--- config.mk ---
export PLATFORM = sky130hd
export DESIGN_NAME = ps_hazard_ctrl
export DESIGN_NICKNAME = d
export VERILOG_FILES = /design/src/rtl/ps_hazard_ctrl.sv
export SDC_FILE = /design/constraint.sdc
export NUM_CORES = 1
export LEC_CHECK = 0
export CAP_MARGIN = 20
export CORE_UTILIZATION = 40
export CTS_BUF_LIST = sky130_fd_sc_hd__clkbuf_4
export DETAILED_ROUTE_END_ITERATION = 16
export HOLD_SLACK_MARGIN = 0.02
export PLACE_DENSITY = 0.68
export SLEW_MARGIN = 20
export SYNTH_ARGS = -nofsm -noshare
export SYNTH_HDL_FRONTEND = slang
export SYNTH_SLANG_ARGS = --single-unit
--- constraint.sdc ---
create_clock -name clk -period 2.75 [get_ports clk]
set_clock_uncertainty 0.15 [all_clocks]
set_input_delay 0.825 -clock clk [delete_from_list [all_inputs] [get_ports clk]]
set_output_delay 0.825 -clock clk [all_outputs]
set_load 0.03 [all_outputs]
--- src/rtl/ps_hazard_ctrl.sv ---
// ps_hazard_ctrl: pipeline hazard control for a 4-register (PS1..PS4) in-order pipe.
// It drives the stage register enables and clears and the PC enable, and it handles:
//   - data-memory stalls
//   - load-use bubbles
//   - mispredict flushes
//   - syscall halt/resume
//   - interrupt drain
// Outputs are combinational from the current state and the hazard inputs. They take
// effect at the next clk edge, so they add no latency.
// Optional feature: define HAZARD_PERF_CNT_EN to add the stall_cnt and flush_cnt counters.

module ps_hazard_ctrl #(
  parameter int unsigned DRAIN_CYCLES  = 3,
  parameter int unsigned DRAIN_CNT_BIT = 2
) (
  input  logic        clk,
  input  logic        rst,
  input  logic        dm_busy,
  input  logic        mispredict,
  input  logic        load_use,
  input  logic        syscall_halt,
  input  logic        resume,
  input  logic        intr_req,
  output logic        pc_en,
  output logic        ps1_en,
  output logic        ps2_en,
  output logic        ps3_en,
  output logic        ps4_en,
  output logic        ps1_clear,
  output logic        ps2_clear,
  output logic        ps3_clear,
  output logic        ps4_clear,
  output logic        halted,
  output logic        intr_taken
`ifdef HAZARD_PERF_CNT_EN
  ,
  output logic [31:0] stall_cnt,
  output logic [31:0] flush_cnt
`endif
);

  localparam int unsigned CW = DRAIN_CNT_BIT;
  localparam logic [CW-1:0] CNT_LOAD = CW'(DRAIN_CYCLES - 1);

  typedef enum logic [2:0] {
    ST_RUN,
    ST_HALT,
    ST_RESUME,
    ST_DRAIN,
    ST_INTR
  } state_t;

  state_t        r_state;
  state_t        w_state_nxt;
  logic [CW-1:0] r_cnt;
  logic [CW-1:0] w_cnt_nxt;
  logic          w_mp_flush;

  // State register and drain counter
  always_ff @(posedge clk or posedge rst) begin
    if (rst) begin
      r_state <= ST_RUN;
      r_cnt   <= '0;
    end else begin
      r_state <= w_state_nxt;
      r_cnt   <= w_cnt_nxt;
    end
  end

  // Next-state and stage control; everything is held at zero while rst is high
  always_comb begin
    w_state_nxt = r_state;
    w_cnt_nxt   = r_cnt;
    w_mp_flush  = 1'b0;
    pc_en       = 1'b0;
    ps1_en      = 1'b0;
    ps2_en      = 1'b0;
    ps3_en      = 1'b0;
    ps4_en      = 1'b0;
    ps1_clear   = 1'b0;
    ps2_clear   = 1'b0;
    ps3_clear   = 1'b0;
    ps4_clear   = 1'b0;
    halted      = 1'b0;
    intr_taken  = 1'b0;
    if (!rst) begin
      case (r_state)
        ST_RUN, ST_RESUME: begin
          if (dm_busy) begin
            // Whole pipe frozen; RESUME also waits here
            w_state_nxt = r_state;
          end else if (mispredict) begin
            // Wrong-path IF/ID and ID/EX squashed; any load_use refers to a dead instruction
            pc_en       = 1'b1;
            ps1_en      = 1'b1;
            ps1_clear   = 1'b1;
            ps2_en      = 1'b1;
            ps2_clear   = 1'b1;
            ps3_en      = 1'b1;
            ps4_en      = 1'b1;
            w_mp_flush  = 1'b1;
            w_state_nxt = ST_RUN;
          end else if (syscall_halt && (r_state == ST_RUN)) begin
            // Syscall parks in EX; in RESUME it is masked so it can advance
            w_state_nxt = ST_HALT;
          end else if (intr_req) begin
            // Stop fetching and let PS2..PS4 run out
            ps1_en      = 1'b1;
            ps1_clear   = 1'b1;
            ps2_en      = 1'b1;
            ps3_en      = 1'b1;
            ps4_en      = 1'b1;
            w_cnt_nxt   = CNT_LOAD;
            w_state_nxt = ST_DRAIN;
          end else if (load_use) begin
            // Hold PC and IF/ID, inject one bubble into ID/EX
            ps2_en      = 1'b1;
            ps2_clear   = 1'b1;
            ps3_en      = 1'b1;
            ps4_en      = 1'b1;
            w_state_nxt = ST_RUN;
          end else begin
            pc_en       = 1'b1;
            ps1_en      = 1'b1;
            ps2_en      = 1'b1;
            ps3_en      = 1'b1;
            ps4_en      = 1'b1;
            w_state_nxt = ST_RUN;
          end
        end
        ST_HALT: begin
          halted = 1'b1;
          if (resume) begin
            w_state_nxt = ST_RESUME;
          end
        end
        ST_DRAIN: begin
          if (!dm_busy) begin
            ps1_en    = 1'b1;
            ps1_clear = 1'b1;
            ps2_en    = 1'b1;
            ps2_clear = mispredict;
            ps3_en    = 1'b1;
            ps4_en    = 1'b1;
            if (r_cnt == '0) begin
              w_state_nxt = ST_INTR;
            end else begin
              w_cnt_nxt = r_cnt - CW'(1);
            end
          end
        end
        ST_INTR: begin
          // Redirect to the handler; the drained stages are emptied
          intr_taken  = 1'b1;
          pc_en       = 1'b1;
          ps1_en      = 1'b1;
          ps2_en      = 1'b1;
          ps3_en      = 1'b1;
          ps4_en      = 1'b1;
          ps2_clear   = 1'b1;
          ps3_clear   = 1'b1;
          ps4_clear   = 1'b1;
          w_state_nxt = ST_RUN;
        end
        default: begin
          w_state_nxt = ST_RUN;
        end
      endcase
    end
  end

`ifdef HAZARD_PERF_CNT_EN
  logic [31:0] r_stall_cnt;
  logic [31:0] r_flush_cnt;

  // Stall and mispredict-flush event counters, wrapping
  always_ff @(posedge clk or posedge rst) begin
    if (rst) begin
      r_stall_cnt <= '0;
      r_flush_cnt <= '0;
    end else begin
      if (!pc_en && (r_state != ST_HALT)) begin
        r_stall_cnt <= r_stall_cnt + 32'd1;
      end
      if (w_mp_flush) begin
        r_flush_cnt <= r_flush_cnt + 32'd1;
      end
    end
  end

  assign stall_cnt = r_stall_cnt;
  assign flush_cnt = r_flush_cnt;
`endif

endmodule

==> summary.txt <==
Logic synthesis
  – Post-Synth Simple-Gate Area: roughly 30%
  – Area share of the largest cell type after synthesis: 21.1%
  – Cell variety after synth: 39
  – Synth warn: 0
  – Async set or reset register ratio after synthesis: 100%
  – Sequential-to-total area share from yosys stat: 21.1%
  – Adder-cell share of the synthesized area: 2.11%
  – Compound-Gate Fraction of Synth Area: 29.3%
  – Yosys top cell by area: dfrtp_1
  – Post-synthesis mux area share: 1.68%
  – Xor/xnor share of the synthesized area: 0%
  – Syn Nets: between 80 and 90
  – Cell area after synthesis: approximately 590 um2
  – Synth top cells by count: 7 x inv_1, 6 x a21oi_1, 5 x buf_4, 5 x dfrtp_1, 5 x nand2_1
  – Post-synth top flop: dfrtp_1
  – Syn Area/Cell: just over 8 um2
  – #FFs+latches synth: 5
  – Largest family of logic cells by synthesized area: simple AND/OR/NAND/NOR gates
  – Number of synthesized flops with an enable pin: 0
  – Dominant cells by area after synthesis: dfrtp_1 21%, buf_4 6.3%, a21oi_1 5.1%
  – Most frequent cell after synthesis: inv_1
  – Cells after Synth: 72

Floorplanning
  – Die extent in y: about 40 um
  – Die width: 40.5 um
  – Die area: 1640 um2
  – Starting Density: around 45%
  – Core box area: about 1300 um2
  – Io pins: 19
  – FP Rows: 13

Global route
  – All-Layer GR Usage: 18.2%
  – Global-route wire length before repair: between 2 and 2.5 mm
  – Initial antenna violation count: 0
  – Vias in the first global route: between 400 and 500
  – Largest net degree at the start of global routing: 16
  – Gr ovfl total: 0

Timing
  – Fmax: between 0.3 and 0.4 GHz
  – Min Tclk post-route: 2.69 ns
  – Ratio of final minimum period to clock period: slightly below 100%
  – Setup_tns: 0 ns
  – Final hold violation count: 0
  – Relative slew slack: between 60% and 70%
  – Endpoints failing setup: 0
  – RSZ-0062 raised after global routing: yes
  – Slew @ Worst Pin: around 0.49 ns
  – Final Max Slew Viols: 0

Worst setup path
  – Crit-path max FO: 4
  – Crit Path Class: input pin to output pin
  – Critical Path RT: 1.78 ns
  – Worst path slowest cell: dlygate4sd2_1
  – Setup crit start kind: input pin
  – Critical path, cell by cell: dlygate4sd2_1, nor2_1, nand3_1, a31oi_1, buf_4
  – Slowest stage delay, CP: 0.29 ns
  – Critical Path End Type: output pin
  – Crit path DAT: approximately 1.7 ns

Pwr
  – Power share of the clock group: approximately 13%
  – Worst VDD drop: between 400 and 500 uV
  – NetSw: 0.000338 W
  – Combinational share of power: 59.8%
  – Sw frac: 47.7%
  – Lkg Pwr: around 0.38 nW
  – Internal power: around 0.00037 W
  – Register share of total power: between 20% and 30%
  – Pwr dens: ~840 nW/um2

Job
  – MaxCap Viol Count: 0

Route
  – Residual DRC count: 0
  – Routed vias/inst: 5.59
  – WL per Instance: 13.5 um
  – Final WL: 1.46 mm
  – Via count: ~600
  – First-iteration detailed-routing DRC count: 14
  – Pre-antenna DRT Iters: 3
  – Post-route ant nets: 0

Clock network
  – TritonCTS Buffers: 3
  – Worst-Skew Late Latency: 0.24 ns
  – Number of H-tree levels: 1
  – CTS tree: built
  – Root buffer cell: clkbuf_4
  – Clock sinks: 5
  – CTS max path bufs: 2
  – Reg clk slew, reported paths: 0.04 ns
  – Hold Buf Count CTS: 0
  – # Post-CTS Setup Buffers: 0

Placement
  – Placed Cells: ~100
  – Detailed-placement wirelength estimate: ~1.1 mm
  – Gp weighted congestion: 0.754
  – IO Port Bufs: 18

Min path
  – Min-Delay Path Class: register to register

Status
  – Outcome: complete, no violations

Layout
  – # diodes: 0
  – Nets: between 100 and 150
  – Non-Filler Instances: around 110
  – Fin util: between 60% and 70%
  – Ratio of cells with drive above 1 in the final layout: between 40 and 50%
  – Area grow syn2layout: 41.9%
[registers in the layout, summed over array words and instances, names as in the netlist]
name     count
r_state      3
r_cnt        2
[critical path, delay by kind of cell]
| kind | cells | cell delay (ns) |
|---|---|---|
| AO/OA/AOI/OAI | 1 | 0.15 |
| buffers and inverters | 2 | 0.47 |
| AND/OR/NAND/NOR | 2 | 0.27 |
[stage by stage]
step | setup WS, ns | hold WS, ns | power (W) | area, um2
2_1_floorplan | 0.0251 | 0.327 | 0.000496 | 626
3_3_place_gp | -0.311 | 0.353 | 0.000571 | 776
3_5_place_dp | -0.324 | 0.353 | 0.000574 | 776
4_1_cts | 0.000846 | 0.362 | 0.000694 | 833
5_1_grt | -0.00269 | 0.379 | 0.000758 | 843
6_report | 0.0579 | 0.365 | 0.000709 | 843
[layout make-up]
class	count	area (um2)
clock buffers	4	30.0
fillers	120	490
inverters	8	30.0
multi-input cells	51	437
flip-flops and latches	5	126
well taps	15	18.8
repair buffers	25	201
[routing by layer]
metal,vias up,global-route usage (%),routed length [um]
met5,-,0,0
met4,0,0,0
met3,0,6.67,41
met2,11,28.2,648
met1,280,25.2,771
li1,313,-,-
[final timing paths]
kind                       cells after the start                     end                 start  slack, ns
min                                            1    r_cnt[0]$_DFFE_PP0P_  r_cnt[0]$_DFFE_PP0P_       0.37
max                                            5               ps1_clear                   rst       0.06
max reg2reg                                    5    r_cnt[1]$_DFFE_PP0P_  r_cnt[0]$_DFFE_PP0P_       1.00
max in group asynchronous                      3  r_state[1]$_DFFE_PP0P_                   rst       1.55
min in group asynchronous                      3  r_state[2]$_DFFE_PP0P_                   rst       0.71
min reg2reg                                    1    r_cnt[0]$_DFFE_PP0P_  r_cnt[0]$_DFFE_PP0P_       0.37
[power by group through the flow]
stage / registers [W] / logic (W) / clock network (W)
2_1_floorplan: 0.000125 / 0.000371 / 0
3_3_place_gp: 0.000179 / 0.000392 / 0
3_5_place_dp: 0.000179 / 0.000395 / 0
4_1_cts: 0.000180 / 0.000417 / 0.0000969
5_1_grt: 0.000195 / 0.000460 / 0.000104
6_report: 0.000190 / 0.000424 / 0.0000951
[cells by family after synthesis]
kind of cell    count (synthesis)
fa+ha+maj                       1
mux                             1
buf+inv                        16
simple gates                   25
flops                           5
compound gates                 24
[cells in the final DEF (no fill, tap or decap), types with 2 or more instances in the layout]
cell type | synthesis | layout
buf_2 | 0 | 2
buf_4 | 5 | 14
nand2_1 | 5 | 4
inv_1 | 7 | 7
dfrtp_1 | 5 | 4
nor3_2 | 1 | 2
a21oi_1 | 6 | 5
a2111oi_0 | 2 | 2
nor2b_1 | 3 | 2
a211oi_1 | 2 | 2
dlygate4sd2_1 | 0 | 3
clkbuf_4 | 0 | 4
a311oi_1 | 2 | 2
buf_6 | 2 | 4
[timing repair]
item	4_1_cts	5_1_grt
endpoints found under the hold margin	0	0
resized for setup	20	8
endpoints found under the setup margin	11	7
gates cloned	0	0
pin swaps	9	6
Power figures use the tool's default switching activity.
